## src/rtl/alu_pkg.sv

```systemverilog
// Shared op codes, sequencer state encoding and default geometry for the lane ALU.
// Latency: none (declarations only).
// Backpressure: not applicable.
package alu_pkg;

    localparam int DEFAULT_DATA_SIZE = 8;
    localparam int DEFAULT_LANES     = 4;

    localparam logic [2:0] OP_XOR = 3'b001;
    localparam logic [2:0] OP_ADD = 3'b010;
    localparam logic [2:0] OP_SUB = 3'b011;
    localparam logic [2:0] OP_MUL = 3'b100;
    localparam logic [2:0] OP_SHR = 3'b101;
    localparam logic [2:0] OP_SHL = 3'b110;
    localparam logic [2:0] OP_INC = 3'b111;

    typedef enum logic [1:0] {
        ST_IDLE = 2'd0,
        ST_RUN  = 2'd1,
        ST_DONE = 2'd2
    } seq_state_t;

endpackage

```

## src/rtl/alu.sv

```systemverilog
// Single-lane combinational ALU with zero and negative flags.
// Latency: combinational, zero cycles.
// Backpressure: none; the result follows the inputs.
module alu
    import alu_pkg::*;
#(
    parameter int dataSize = DEFAULT_DATA_SIZE
) (
    input  logic [2:0]          op,
    input  logic [dataSize-1:0] a,
    input  logic [dataSize-1:0] b,
    output logic [dataSize-1:0] result,
    output logic                zero,
    output logic                neg
);

    // Per-op result, truncated to the lane width; unused op code 000 yields zero.
    always_comb begin
        result = '0;
        case (op)
            OP_XOR:  result = a ^ b;
            OP_ADD:  result = a + b;
            OP_SUB:  result = a - b;
            OP_MUL:  result = a * b;
            OP_SHR:  result = a >> b;
            OP_SHL:  result = a << b;
            OP_INC:  result = a + 1'b1;
            default: result = '0;
        endcase
    end

    assign zero = (result == '0);
    assign neg  = result[dataSize-1];

endmodule

```

## src/rtl/alu_lane_sequencer.sv

```systemverilog
// Runs one vector ALU operation lane by lane through a single shared alu instance.
// Latency: out_valid rises LANES rising edges after the accepting edge.
// Backpressure: results held in DONE until out_ready; in_ready only in IDLE.
module alu_lane_sequencer
    import alu_pkg::*;
#(
    parameter int DATA_SIZE = DEFAULT_DATA_SIZE,
    parameter int LANES     = DEFAULT_LANES
) (
    input  logic                       clk,
    input  logic                       rst_n,
    input  logic                       in_valid,
    output logic                       in_ready,
    input  logic [2:0]                 op,
    input  logic [LANES*DATA_SIZE-1:0] vec_a,
    input  logic [LANES*DATA_SIZE-1:0] vec_b,
    output logic                       out_valid,
    input  logic                       out_ready,
    output logic [LANES*DATA_SIZE-1:0] vec_result,
    output logic [LANES-1:0]           lane_zero,
    output logic [LANES-1:0]           lane_neg,
    output logic                       busy
);

    localparam int VW    = LANES * DATA_SIZE;
    localparam int IDX_W = $clog2(LANES);
    localparam logic [IDX_W-1:0] LAST_IDX = IDX_W'(LANES - 1);

    seq_state_t       state_q, state_d;
    logic [IDX_W-1:0] idx_q, idx_d;
    logic [2:0]       op_q, op_d;
    logic [VW-1:0]    a_q, a_d, b_q, b_d, res_q, res_d;
    logic [LANES-1:0] zero_q, zero_d, neg_q, neg_d;
    logic             in_ready_q, out_valid_q, busy_q;

    logic [DATA_SIZE-1:0] lane_a, lane_b, lane_res;
    logic                 lane_zf, lane_nf;

    // Route the captured operands of the current lane into the shared ALU.
    always_comb begin
        lane_a = a_q[int'(idx_q)*DATA_SIZE +: DATA_SIZE];
        lane_b = b_q[int'(idx_q)*DATA_SIZE +: DATA_SIZE];
    end

    alu #(
        .dataSize (DATA_SIZE)
    ) u_alu (
        .op     (op_q),
        .a      (lane_a),
        .b      (lane_b),
        .result (lane_res),
        .zero   (lane_zf),
        .neg    (lane_nf)
    );

    // Next-state: capture in IDLE, write one lane per RUN cycle, hold in DONE.
    always_comb begin
        state_d = state_q;
        idx_d   = idx_q;
        op_d    = op_q;
        a_d     = a_q;
        b_d     = b_q;
        res_d   = res_q;
        zero_d  = zero_q;
        neg_d   = neg_q;
        case (state_q)
            ST_IDLE: begin
                if (in_valid) begin
                    op_d    = op;
                    a_d     = vec_a;
                    b_d     = vec_b;
                    idx_d   = '0;
                    state_d = ST_RUN;
                end
            end
            ST_RUN: begin
                res_d[int'(idx_q)*DATA_SIZE +: DATA_SIZE] = lane_res;
                zero_d[idx_q] = lane_zf;
                neg_d[idx_q]  = lane_nf;
                // Index parks on the last lane; only a new accept resets it.
                if (idx_q == LAST_IDX) begin
                    state_d = ST_DONE;
                end else begin
                    idx_d = idx_q + 1'b1;
                end
            end
            ST_DONE: begin
                if (out_ready) begin
                    state_d = ST_IDLE;
                end
            end
            default: state_d = ST_IDLE;
        endcase
    end

    // State, datapath and handshake flags; reset aborts any operation in flight.
    always_ff @(posedge clk or negedge rst_n) begin
        if (!rst_n) begin
            state_q     <= ST_IDLE;
            idx_q       <= '0;
            op_q        <= '0;
            a_q         <= '0;
            b_q         <= '0;
            res_q       <= '0;
            zero_q      <= '0;
            neg_q       <= '0;
            in_ready_q  <= 1'b1;
            out_valid_q <= 1'b0;
            busy_q      <= 1'b0;
        end else begin
            state_q     <= state_d;
            idx_q       <= idx_d;
            op_q        <= op_d;
            a_q         <= a_d;
            b_q         <= b_d;
            res_q       <= res_d;
            zero_q      <= zero_d;
            neg_q       <= neg_d;
            in_ready_q  <= (state_d == ST_IDLE);
            out_valid_q <= (state_d == ST_DONE);
            busy_q      <= (state_d != ST_IDLE);
        end
    end

    assign in_ready   = in_ready_q;
    assign out_valid  = out_valid_q;
    assign busy       = busy_q;
    assign vec_result = res_q;
    assign lane_zero  = zero_q;
    assign lane_neg   = neg_q;

endmodule

```

## config.mk

```make
export PLATFORM = sky130hd
export DESIGN_NAME = alu_lane_sequencer
export DESIGN_NICKNAME = d
export VERILOG_FILES = /design/src/rtl/alu_pkg.sv /design/src/rtl/alu.sv /design/src/rtl/alu_lane_sequencer.sv
export SDC_FILE = /design/constraint.sdc
export NUM_CORES = 1
export LEC_CHECK = 0
export ABC_AREA = 1
export CORE_MARGIN = 4
export CORE_UTILIZATION = 56
export CTS_BUF_LIST = sky130_fd_sc_hd__clkbuf_4 sky130_fd_sc_hd__clkbuf_8
export DETAILED_ROUTE_END_ITERATION = 10
export DONT_BUFFER_PORTS = 1
export PLACE_DENSITY = 0.76
export REMOVE_ABC_BUFFERS = 1
export SLEW_MARGIN = 10
export SYNTH_ARGS = -nofsm -noshare
export SYNTH_HDL_FRONTEND = slang
export SYNTH_SLANG_ARGS = --single-unit
```

## constraint.sdc

```tcl
create_clock -name clk -period 6.6 [get_ports clk]
set_clock_uncertainty 0.05 [all_clocks]
set_input_delay 0.66 -clock clk [delete_from_list [all_inputs] [get_ports clk]]
set_output_delay 0.66 -clock clk [all_outputs]
set_load 0.03 [all_outputs]
```

==> key figures <==
Run status
  – Status: complete, no violations

Clocking
  – Htree depth: 4
  – Clock transition at path regs: 80 ps
  – Post-CTS Resized: 0
  – Worst skew pair latency: 450 ps
  – Root Driver: clkbuf_8
  – CTS tree: built
  – Clk sinks: 114
  – CTS max path bufs: 2
  – Total clock buffers created by CTS: 17

Route
  – Residual DRC: 0
  – Top sig layer: met4
  – WL per Instance: 17.0 um
  – Routed WL: 18100 um
  – Vias/cell: 5.65
  – DR pass1 iterations: 6
  – Routed Antenna Nets: 0
  – Met3 wire length: 1590 um
  – Wl on met1: 7800 um
  – WL met2: 8430 um
  – Routed via count: 6040
  – Iter 0 DRT Violations: 589

STA
  – Fin Hold WS: 50.5 ps
  – Slew Limit Fails: 0
  – Hold Vio Cnt, Final: 0
  – Final TNS setup: 0 ps
  – Final min period: 5590 ps
  – Crit share post-route: 84.8%
  – Fin worst setup slack: 1010 ps
  – RSZ-0062 raised after global routing: no
  – Slew headroom: 20.5%
  – FMAX: 179 MHz
  – Setup Viol. Count Final: 0
  – Worst-Margin Slew: 1180 ps

GRT
  – All-Layer GR Usage: 25.6%
  – Vias in the first global route: 5942
  – Global-route wire length before repair: 29900 um
  – Largest net degree at the start of global routing: 115
  – Global route overflow: 0
  – Initial antenna violation count: 0

Critical path
  – WP data arrival: 5940 ps
  – Critical path startpoint category: flip-flop
  – Crit Reg-Reg Startpoint: idx_q[0]
  – Worst Path Max Fanout: 29
  – CP Capture Type: flip-flop
  – CP required: 6940 ps
  – Worst Setup SP: idx_q[0]
  – Setup CP Type: flip-flop to flip-flop
  – Worst reg2reg setup slack: 1010 ps

Floorplanning
  – Die X: 122 um
  – Core area: 12700 sq um
  – Row cnt: 41
  – Die Ht: 122 um
  – Die footprint: 15000 sq um
  – Initial Util: 57.5%
  – IO Pins: 114

Place
  – # port buffers: 0
  – Setup WS pre-CTS: 1120 ps
  – Hpwl dp: 13300 um
  – GPL Wtd Cong: 0.915
  – Post-Place Cell Area: 7360 sq um

Logic synthesis
  – Asr flop ratio synth: 100%
  – Sequential fraction of the synthesis area: 39.0%
  – Synth cell types: 45
  – Top post-synthesis cells by area: dfrtp_1 39%, nand2_1 12%, mux2_2 7.8%
  – Synth warn: 0
  – FF+latch count, synth: 114
  – Post-synth EDFFs: 0
  – Syn avg cell area: 8.22 sq um
  – Largest area contributor in the netlist: dfrtp_1
  – Share of the synthesized area in the top cell type: 38.6%
  – Top FF cell, synth: dfrtp_1
  – Cells after Synth: 891
  – Mapped Area: 7320 sq um

Layout
  – Diode count: 0
  – Final Cell Area: 7770 sq um
  – Layout area overhead: 6.10%
  – Post-layout nets: 1001
  – Share of cells above drive strength 1: 14.8%
  – Filler cell count: 1169

Min path
  – Worst min path class: input pin to asynchronous set/reset pin

Run
  – Total of max-cap violations: 0
## cell families (layout without fill, tap and decap cells)
family / Yosys count / after routing / synth area share (%)
buffers and inverters: 128 / 134 / 7.83
flip-flops: 114 / 114 / 39.0
AO/OA/AOI/OAI: 103 / 103 / 8.46
multiplexers: 51 / 51 / 7.84
AND/OR/NAND/NOR: 436 / 436 / 26.1
adder cells (fa/ha/maj): 46 / 46 / 9.20
XOR/XNOR: 13 / 13 / 1.56
## metrics by stage
| stage | utilization [%] | std cells |
|---|---|---|
| 2_1_floorplan | - | 863 |
| 3_3_place_gp | 57.9 | 1036 |
| 3_5_place_dp | 57.9 | 1036 |
| 6_report | 61.1 | 1069 |
| 4_1_cts | 61.1 | 1069 |
| 5_1_grt | 61.1 | 1069 |
## area by class of cell
type / count / area (sq um) / area share (%)
multi-input combinational: 649 / 3900 / 50.2
sequential: 114 / 2850 / 36.7
inverter: 100 / 383 / 4.93
clock buffer: 18 / 248 / 3.19
tap: 172 / 215 / 2.77
clock inverter: 14 / 131 / 1.69
timing repair buffer: 2 / 35.0 / 0.451
## registers in the layout (all words and copies together), names as in the netlist
name and cells:
b_q 32, op_q 3, busy 1, lane_neg 4, out_valid 1, vec_result 32
a_q 32, in_ready 1, lane_zero 4, idx_q 2, state_q 2
## metal layers
layer | up-vias | track usage [%]
met3 | 30 | 8.25
li1 | 2890 | -
met4 | 0 | 7.70
met2 | 240 | 39.8
met5 | - | 0
met1 | 2880 | 34.5
## layout by cell type, fill, tap and decap left out, types with 7 or more instances in the layout
cell type / count
mux2_2: 51
nor2_1: 76
nand2_1: 228
fa_1: 13
nand4_1: 7
nand2_2: 13
dfrtp_1: 113
inv_1: 91
a21oi_1: 35
o21ai_0: 28
o21ai_1: 12
clkbuf_8: 18
ha_1: 33
nand3_1: 82
xor2_1: 9
nor3_1: 7
## final timing paths
kind / end / cells after the start
setup / recovery: lane_zero[2] / 26
hold / removal: vec_result[6] / 1
setup reg to reg: lane_zero[2] / 26
hold reg to reg: b_q[14] / 1
max in group asynchronous: a_q[21] / 1
min in group clk: out_valid / 1
## worst max-delay path, stage by stage (launching register included)
cell and delay (ps):
dfrtp_1 600, buf_4 380, nor2_1 110, o21ai_2 280, inv_1 200, ha_1 250
fa_1 400, fa_1 500, ha_1 310, inv_1 60, fa_1 530, inv_1 40
ha_1 330, nand2_1 70, nand2_1 40, a31oi_1 180, xor2_1 170, o21ai_0 100
inv_1 70, nand2_1 60, nor2_1 90, nand2_1 170, nor2_1 120, nand2_1 70
nor2_2 170, nand3_1 110, nand2_1 70
## cell usage after synthesis, types with 6 or more instances
library cell	instances
clkbuf_1	12
inv_2	6
a21oi_1	35
nand2_1	229
o21ai_0	28
nand2_2	13
dfrtp_1	113
nor3_1	7
buf_6	8
nor2_1	76
inv_1	91
xor2_1	9
o21ai_1	12
ha_1	33
a22o_1	6
nor2_2	6
mux2_2	51
buf_4	6
nand4_1	7
nand3_1	82
fa_1	13
## timing repair
| action | in CTS | in global routing |
|---|---|---|
| hold buffers | 1 | 0 |
| endpoints found under the hold margin | 114 | 0 |
| buffers inserted | 0 | 0 |
Power is left out: the tool's default activity adds up to more than one toggle a clock period on the data nets, which glitch-free logic cannot reach.
